File: src/rtl/lsu_nb_pkg.sv
// Shared load/store op encodings, queue entry layout and data-path helpers.
// Purely combinational helpers; no latency of their own.
// No handshakes here; callers own all flow control.
package lsu_nb_pkg;

  typedef enum logic [2:0] {
    LB  = 3'd0,
    LH  = 3'd1,
    LW  = 3'd2,
    LBU = 3'd3,
    LHU = 3'd4
  } load_op_t;

  typedef enum logic [1:0] {
    SB = 2'd0,
    SH = 2'd1,
    SW = 2'd2
  } store_op_t;

  // One outstanding load: where the result goes and how to slice it.
  typedef struct packed {
    logic [4:0] rd;
    load_op_t   load_op;
    logic [1:0] offset;
  } lsu_entry_t;

  // Halfwords need addr[0]=0, words need addr[1:0]=0; bytes are always fine.
  function automatic logic is_misaligned(input logic is_load, input logic is_store,
                                         input load_op_t lop, input store_op_t sop,
                                         input logic [1:0] off);
    logic mis;
    mis = 1'b0;
    if (is_load) begin
      if ((lop == LH || lop == LHU) && off[0]) mis = 1'b1;
      if (lop == LW && off != 2'b00)           mis = 1'b1;
    end else if (is_store) begin
      if (sop == SH && off[0])        mis = 1'b1;
      if (sop == SW && off != 2'b00)  mis = 1'b1;
    end
    return mis;
  endfunction

  // Pick the addressed byte/half out of the raw word and extend it.
  function automatic logic [31:0] load_extend(input load_op_t op, input logic [1:0] off,
                                              input logic [31:0] raw);
    logic [7:0]  b;
    logic [15:0] h;
    logic [31:0] res;
    b = raw[8*off +: 8];
    h = off[1] ? raw[31:16] : raw[15:0];
    case (op)
      LB:      res = {{24{b[7]}}, b};
      LBU:     res = {24'd0, b};
      LH:      res = {{16{h[15]}}, h};
      LHU:     res = {16'd0, h};
      default: res = raw;
    endcase
    return res;
  endfunction

endpackage

File: src/rtl/lsu_nb_ld_queue.sv
// In-order circular queue of outstanding load descriptors with per-slot valid vector.
// Push/pop take effect at the clock edge; head and valid vector come straight from state.
// Push is dropped when full and pop when empty; callers gate with o_full/o_empty.
module lsu_nb_ld_queue
  import lsu_nb_pkg::*;
#(
  parameter int DEPTH = 4
) (
  input  logic             clk,
  input  logic             rst,
  input  logic             i_push,
  input  lsu_entry_t       i_push_dat,
  input  logic             i_pop,
  output lsu_entry_t       o_head_dat,
  output logic             o_full,
  output logic             o_empty,
  output logic [DEPTH-1:0] o_ent_vld,
  output lsu_entry_t       o_ent [DEPTH]
);
  localparam int PW = $clog2(DEPTH);

  lsu_entry_t    r_mem [DEPTH];
  logic [PW-1:0] r_wr_ptr;
  logic [PW-1:0] r_rd_ptr;
  logic [PW:0]   r_count;
  logic          w_push;
  logic          w_pop;

  assign o_full     = (r_count == (PW+1)'(DEPTH));
  assign o_empty    = (r_count == '0);
  assign w_push     = i_push & ~o_full;
  assign w_pop      = i_pop & ~o_empty;
  assign o_head_dat = r_mem[r_rd_ptr];
  assign o_ent      = r_mem;

  // Pointers wrap naturally at DEPTH (power of two); count tracks occupancy.
  always_ff @(posedge clk or negedge rst) begin
    if (!rst) begin
      r_wr_ptr <= '0;
      r_rd_ptr <= '0;
      r_count  <= '0;
    end else begin
      if (w_push) r_wr_ptr <= r_wr_ptr + 1'b1;
      if (w_pop)  r_rd_ptr <= r_rd_ptr + 1'b1;
      if (w_push && !w_pop)      r_count <= r_count + 1'b1;
      else if (w_pop && !w_push) r_count <= r_count - 1'b1;
    end
  end

  // Storage needs no reset; validity lives entirely in the pointers/count.
  always_ff @(posedge clk) begin
    if (w_push) r_mem[r_wr_ptr] <= i_push_dat;
  end

  // A slot is live when its distance from the read pointer is below count.
  always_comb begin
    o_ent_vld = '0;
    for (int i = 0; i < DEPTH; i++) begin
      o_ent_vld[i] = ({1'b0, PW'(i) - r_rd_ptr} < r_count);
    end
  end

endmodule

File: src/rtl/lsu_nb.sv
// Non-blocking LSU: issues one op per cycle to the data port, tracks up to DEPTH loads in order.
// Issue is combinational pass-through; load writeback is 1 cycle after d_rsp_valid.
// Loads stall (req_ready=0) on a full queue or d_req_ready=0; stores only on d_req_ready=0.
module lsu_nb
  import lsu_nb_pkg::*;
#(
  parameter int XLEN  = 32,
  parameter int DEPTH = 4
) (
  input  logic            clk,
  input  logic            rst,
  input  logic            req_valid,
  output logic            req_ready,
  input  logic            req_is_load,
  input  logic            req_is_store,
  input  load_op_t        req_load_op,
  input  store_op_t       req_store_op,
  input  logic [XLEN-1:0] req_addr,
  input  logic [XLEN-1:0] req_wdata,
  input  logic [4:0]      req_rd,
  output logic            d_req_valid,
  input  logic            d_req_ready,
  output logic [XLEN-1:0] d_addr,
  output logic [3:0]      d_we,
  output logic [XLEN-1:0] d_wr_data,
  input  logic            d_rsp_valid,
  input  logic [XLEN-1:0] d_rd_data,
  output logic            ld_valid,
  output logic [4:0]      ld_rd,
  output logic [XLEN-1:0] ld_rd_data,
  output logic [31:0]     pending_mask,
  output logic            err_valid,
  output logic [XLEN-1:0] err_addr
);
  logic             w_mis;
  logic             w_ld_block;
  logic             w_push;
  logic             w_pop;
  logic             w_full;
  logic             w_empty;
  lsu_entry_t       w_push_dat;
  lsu_entry_t       w_head;
  logic [DEPTH-1:0] w_ent_vld;
  lsu_entry_t       w_ent [DEPTH];

  logic             r_ld_valid;
  logic [4:0]       r_ld_rd;
  logic [XLEN-1:0]  r_ld_rd_data;
  logic             r_err_valid;
  logic [XLEN-1:0]  r_err_addr;

  assign w_mis      = is_misaligned(req_is_load, req_is_store, req_load_op, req_store_op, req_addr[1:0]);
  assign w_ld_block = req_is_load & w_full;

  assign d_req_valid = req_valid & (req_is_load | req_is_store) & ~w_mis & ~w_ld_block;
  assign req_ready   = w_mis | (d_req_ready & ~w_ld_block);
  assign d_addr      = {req_addr[XLEN-1:2], 2'b00};

  assign w_push     = d_req_valid & d_req_ready & req_is_load;
  assign w_pop      = d_rsp_valid & ~w_empty;
  assign w_push_dat = '{rd: req_rd, load_op: req_load_op, offset: req_addr[1:0]};

  // Store lane enables and replicated data; loads drive no enables.
  always_comb begin
    d_we      = 4'b0000;
    d_wr_data = '0;
    if (req_is_store && !req_is_load) begin
      case (req_store_op)
        SB: begin
          d_we      = 4'b0001 << req_addr[1:0];
          d_wr_data = {4{req_wdata[7:0]}};
        end
        SH: begin
          d_we      = 4'b0011 << req_addr[1:0];
          d_wr_data = {2{req_wdata[15:0]}};
        end
        default: begin
          d_we      = 4'b1111;
          d_wr_data = req_wdata;
        end
      endcase
    end
  end

  lsu_nb_ld_queue #(.DEPTH(DEPTH)) u_ld_queue (
    .clk        (clk),
    .rst        (rst),
    .i_push     (w_push),
    .i_push_dat (w_push_dat),
    .i_pop      (w_pop),
    .o_head_dat (w_head),
    .o_full     (w_full),
    .o_empty    (w_empty),
    .o_ent_vld  (w_ent_vld),
    .o_ent      (w_ent)
  );

  // Writeback register: extend the head entry's data when its response lands.
  always_ff @(posedge clk or negedge rst) begin
    if (!rst) begin
      r_ld_valid   <= 1'b0;
      r_ld_rd      <= '0;
      r_ld_rd_data <= '0;
    end else begin
      r_ld_valid <= w_pop & (w_head.rd != 5'd0);
      if (w_pop) begin
        r_ld_rd      <= w_head.rd;
        r_ld_rd_data <= load_extend(w_head.load_op, w_head.offset, d_rd_data);
      end
    end
  end

  // Misaligned ops are swallowed and reported one cycle later.
  always_ff @(posedge clk or negedge rst) begin
    if (!rst) begin
      r_err_valid <= 1'b0;
      r_err_addr  <= '0;
    end else begin
      r_err_valid <= req_valid & w_mis;
      if (req_valid && w_mis) r_err_addr <= req_addr;
    end
  end

  // RAW-hazard mask: every queued destination plus the one in writeback.
  always_comb begin
    pending_mask = '0;
    for (int i = 0; i < DEPTH; i++) begin
      if (w_ent_vld[i]) pending_mask[w_ent[i].rd] = 1'b1;
    end
    if (r_ld_valid) pending_mask[r_ld_rd] = 1'b1;
    pending_mask[0] = 1'b0;
  end

  assign ld_valid   = r_ld_valid;
  assign ld_rd      = r_ld_rd;
  assign ld_rd_data = r_ld_rd_data;
  assign err_valid  = r_err_valid;
  assign err_addr   = r_err_addr;

endmodule

File: config.mk
export PLATFORM = sky130hd
export DESIGN_NAME = lsu_nb
export DESIGN_NICKNAME = d
export VERILOG_FILES = /design/src/rtl/lsu_nb_pkg.sv /design/src/rtl/lsu_nb_ld_queue.sv /design/src/rtl/lsu_nb.sv
export SDC_FILE = /design/constraint.sdc
export NUM_CORES = 1
export LEC_CHECK = 0
export ABC_AREA = 1
export BUFFER_PORTS_ARGS = -buffer_cell sky130_fd_sc_hd__buf_2
export CORE_ASPECT_RATIO = 0.6
export CORE_MARGIN = 3
export CORE_UTILIZATION = 51
export CTS_CLUSTER_SIZE = 20
export DETAILED_ROUTE_END_ITERATION = 8
export PLACE_DENSITY = 0.81
export SYNTH_ARGS = -nofsm -noshare
export SYNTH_HDL_FRONTEND = slang
export SYNTH_SLANG_ARGS = --single-unit
File: constraint.sdc
create_clock -name clk -period 3.4 [get_ports clk]
set_input_delay 0.34 -clock clk [delete_from_list [all_inputs] [get_ports clk]]
set_output_delay 0.34 -clock clk [all_outputs]
set_load 0.05 [all_outputs]
Word-level counts from Yosys, hierarchy flattened
Cells that the tools add are included.
- register bits: 118
- bits of input ports: 113
- output and inout port bits: 173
- logic and storage cells: 140
- bitwise logic cells: 24
- reduce and logical (&&, ||, !) cells: 24
- shift-type cells: 3
- $add $sub $neg: 8
- muxes and demuxes: 35
- order comparisons: 17
- eq/ne operators: 9
- operator list (cell ; number):
    2-to-1 mux 32 bit ; 6
    bitwise OR 32 bit ; 4
    one-hot mux 32 bit (4 select lines) ; 1
    one-hot mux 32 bit (2 select lines) ; 1
    bitwise mux 40 bit ; 1
    indexed part select 32 x 6 -> 8 bit ; 1
    < comparator 5 x 6 -> 1 bit (second input constant) ; 5
    2-to-1 mux 10 bit ; 3
    demux 1 bit (select 5 bit) ; 5
    >= comparator 5 x 1 -> 1 bit (second input constant) ; 5
    binary-select mux 10 bit (select 2 bit) ; 1
    demux 10 bit (select 2 bit) ; 1
    2-to-1 mux 16 bit ; 1
    logical AND 1 bit ; 14
    AND 1 bit ; 12
    < comparator 2 x 3 -> 1 bit ; 4
    2-to-1 mux 1 bit ; 11
    == test 3 bit (second input constant) ; 3
    one-hot mux 4 bit (2 select lines) ; 1
    == test 3 x 1 -> 1 bit (second input constant) ; 2
    == test 3 x 2 -> 1 bit (second input constant) ; 2
    >= comparator 3 bit (second input constant) ; 2
    logical NOT 3 bit ; 2
    2-to-1 mux 3 bit ; 2
    other kinds (19) ; 30

Logic depth before layout (Yosys ltp)
- word-level depth: 16
- depth in mapped cells: 15

By module
From an unflattened synthesis, not the netlist that was laid out.
- cells, all modules: 1120
- area, all modules: 8039.0 µm²
- by module, submodules not included (module ; area an instance (µm²) ; times used ; cells an instance ; sequential area each (µm²)):
    lsu_nb ; 5929.4 ; 1 ; 944 ; 1776.7
    lsu_nb_ld_queue ; 2109.5 ; 1 ; 176 ; 1376.3

Worst setup path after synthesis
OpenSTA, ideal clock, no wires.
- kind: register to output
- start: register u_ld_queue.r_rd_ptr[1]
- end: output port pending_mask[10]
- stages on the path, launching flop included: 11
- path slack: 0.618 ns
- required time: 3.060 ns
- arrival time: 2.442 ns
- cells stage by stage: dfrtp_1 buf_4 buf_6 nand2_1 nand2_1 ha_1 nand3_1 nand2_1 inv_1 nand4_1 o2111ai_1
- cells in the longest elaborated chain, start to end: 11
- elaborated cells on any way between the ends: 17
- RTL lines (what ; line ; source):
    start: declaration ; lsu_nb_ld_queue.sv:24 ; logic [PW-1:0] r_rd_ptr;
    start signal: assignment ; lsu_nb_ld_queue.sv:44 ; if (w_pop) r_rd_ptr <= r_rd_ptr + 1'b1;
    subtractor 1 x 2 -> 2 bit ; lsu_nb_ld_queue.sv:59 ; o_ent_vld[i] = ({1'b0, PW'(i) - r_rd_ptr} < r_count);
    < comparator 2 x 3 -> 1 bit ; lsu_nb_ld_queue.sv:59 ;
    2-to-1 mux 32 bit ; lsu_nb.sv:128 ; if (w_ent_vld[i]) pending_mask[w_ent[i].rd] = 1'b1;
    bitwise OR 32 bit (no source line) ; n/a ;
    2-to-1 mux 32 bit ; lsu_nb.sv:128 ;
    bitwise OR 32 bit (no source line) ; n/a ;
    2-to-1 mux 32 bit ; lsu_nb.sv:128 ;
    bitwise OR 32 bit (no source line) ; n/a ;
    2-to-1 mux 32 bit * ; lsu_nb.sv:128 ;
    bitwise OR 32 bit (no source line) ; n/a ;
    2-to-1 mux 32 bit * ; lsu_nb.sv:130 ; if (r_ld_valid) pending_mask[r_ld_rd] = 1'b1;
    end: declaration ; lsu_nb.sv:31 ; output logic [31:0] pending_mask,
Every way passes the cells marked *; elsewhere a longest branch is shown, timed or not.

Worst setup path in the final report
- start: register u_ld_queue.r_rd_ptr[0]
- end: output port pending_mask[29]
The elaborated chain is that of the path after synthesis.

==> metrics.cfg <==
[floorplanning]
placementRows = 34
fp.dieH_microns = 102
start_util_pct = 53.1
dieWidth_microns = 166
io_pins = 286
core_sq_um = 14800
dieArea_sq_um = 16900

[cells_and_area]
drive_above_1_share_pct = 28.8
syn_to_final_growth_pct = 25.7
layoutNonFillerInstCount = 1550
final_common_cell = nand2_1
fillers = 1300
diodes = 0
finalNetCount = 1462
layout_common_cells = nand2_1 (364), buf_2 (281), inv_1 (115), nor2_1 (87), dfrtp_1 (77)

[setup_path]
reg2reg_from = u_ld_queue.r_count[2]
worstPathArrival_ns = 2.84
worstPathRequired_ns = 3.06
reg2reg_to = u_ld_queue.r_count[2]
path_max_fanout = 15
critPathLaunchType = flip-flop
end_kind = primary output
criticalPathCategory = flip-flop to primary output
r2r_setup_slack_ns = 0.94
rr_worst_depth = 11

[yosys]
yosysSeqAreaShare_pct = 40.3
yosys.area_share.simple_pct = 33.2
synth_cells = 1077
synth_compound_area_share_pct = 12.9
synthXorXnorAreaFrac_pct = 0.447
synth-seq-cells = 118
ys_warn_count = 0
synth_cell_types = 44
synthesis.area_sq_um = 7830
synth-edff-count = 40
ys.flop_type = dfrtp_1
synthAdderAreaFrac_pct = 1.69
async_flop_share_pct = 66.1
synth_top_family_by_area = simple AND/OR/NAND/NOR gates
synth.avg_cell_area_sq_um = 7.27
muxShareOfSynthArea_pct = 0

[timing]
finalSetupViolations = 0
final_max_slew_viol_count = 0
period_share_pct = 93.7
max_freq_mhz = 314
finalHoldViolations = 0
worstMarginPinSlew_ns = 1.01
finClkSkew_ns = 0.00869
max_slew_margin_pct = 32.2
rsz0062_at_grt = yes
fin_crit_ns = 3.18

[routing]
via_per_inst = 5.45
routed_wl_microns = 26300
firstDrtPassIters = 5
drcViolationCount = 0
routedWlPerCell_microns = 17.0
dr.first_iter.drc_count = 986
drtAntennaViolNets = 0
vias = 8451

[global_route]
gr-total-overflow = 0
grt_pass1_wl_microns = 40200
antenna_found_initial = 0
grt_pass1_vias = 7484
track_usage_pct = 29.8
grt_max_degree = 70

[clock_network]
cts_hold_buf = 0
cts_sinks = 118
cts_buffers = 17
cts_resized = 0
postCtsSetupBuffers = 0
clk_pin_slew_ns = 0.06
cts_tree = done
insertion_delay_ns = 0.41
clockBufferDepth = 2
htreeDepth = 4
root_buffer = clkbuf_16

[power]
p_leak_nw = 5.28
power_density_nw_per_um2 = 916
p_total_mw = 9.01
irDropWorstVdd_v = 0.000683

[place]
io_buffer_count = 282
gp_congestion = 1.02
hpwl_microns = 20200
dp.cells = 1518

[run_status]
status = completed

[job]
cap_violations = 0

[worst_hold_path]
hold_class = input pin to async pin

flip-flops by register name, indices dropped and copies added (netlist names):
signal / flops
u_ld_queue.r_wr_ptr: 2
ld_valid: 1
err_addr: 32
ld_rd_data: 32
u_ld_queue.r_rd_ptr: 2
u_ld_queue.r_count: 3
err_valid: 1
u_ld_queue.o_ent: 40
ld_rd: 5
power breakdown:
part | switching [mW] | total, mW | internal (mW) | leakage, nW
clock | 0.705 | 1.75 | 1.05 | 0.290
combinational | 3.81 | 5.08 | 1.27 | 3.67
sequential | 0.318 | 2.18 | 1.86 | 1.31
total | 4.83 | 9.01 | 4.18 | 5.28
logic make-up after synthesis:
family | Yosys count
DFF | 118
xor gates and xnor gates | 4
other | 1
AOI/OAI and AO/OA | 156
buffers and inverters | 188
and+or+nand+nor | 600
adders and majority gates | 10
layout make-up:
class | instances | area (sq um) | share of cell area, %
Clock buffer | 18 | 439 | 4.46
Clock inverter | 14 | 139 | 1.41
Inverter | 123 | 467 | 4.74
Multi-Input combinational cell | 773 | 3800 | 38.6
Sequential cell | 118 | 3150 | 32.0
Tap cell | 198 | 248 | 2.52
Timing Repair Buffer | 306 | 1590 | 16.2
layer usage:
metal	vias to the layer above	track usage (%)	wire, microns
li1	4039	-	-
met3	32	11.7	3580
met5	-	0	0
met2	534	41.3	10800
met1	3846	44.6	11700
met4	0	5.18	277
cells in the mapped netlist, drive strengths merged (3+ instances only):
cell     count  area, sq um
nand3       51          300
a32oi        3         26.3
o22ai       15         93.8
o21bai      16          158
a21oi       30          150
a22oi       30          225
ha           9          113
nor3        57          325
inv        122          463
dfrtp       78         1950
clkbuf      16         60.1
nand4       23          144
buf         49          370
o21ai       51          259
nor2        92          377
o2111ai      9         78.8
xor2         3         26.3
edfxtp      40         1200
nand2      375         1450
how the worst max path moves through the flow:
| stage | from | end | depth (start not counted) |
|---|---|---|---|
| 2_1_floorplan | u_ld_queue.r_rd_ptr[1] | pending_mask[10] | 10 |
| 3_3_place_gp | u_ld_queue.r_rd_ptr[1] | pending_mask[29] | 12 |
| 3_5_place_dp | u_ld_queue.r_rd_ptr[1] | pending_mask[29] | 12 |
| 4_1_cts | u_ld_queue.r_rd_ptr[1] | pending_mask[29] | 12 |
| 5_1_grt | u_ld_queue.r_rd_ptr[0] | pending_mask[12] | 12 |
| 6_report | u_ld_queue.r_rd_ptr[0] | pending_mask[29] | 12 |
worst max-delay path, cell delays in order, from the launching register on:
cell and delay [ns]:
dfrtp_1 0.44, buf_4 0.22, nand2_2 0.15, nand2_1 0.09
ha_1 0.27, nand3_1 0.08, nand2_1 0.08, inv_1 0.21
nand2_1 0.15, nor2_1 0.26, a22oi_1 0.10, nand4_1 0.12
buf_2 0.27
through the flow:
step	TNS (ns)	area, sq um	util (%)	setup WS, ns	hold slack, ns
after floorplan	0	7840	-	0.618	0.0444
after global placement	0	9270	62.8	0.649	0.457
after detailed placement	0	9270	62.8	0.610	0.461
after CTS	0	9840	66.7	0.162	0.0687
after global routing	-0.0442	9840	66.7	-0.0169	0.103
final	0	9840	66.7	0.216	0.0383
Power figures use the tool's default switching activity.
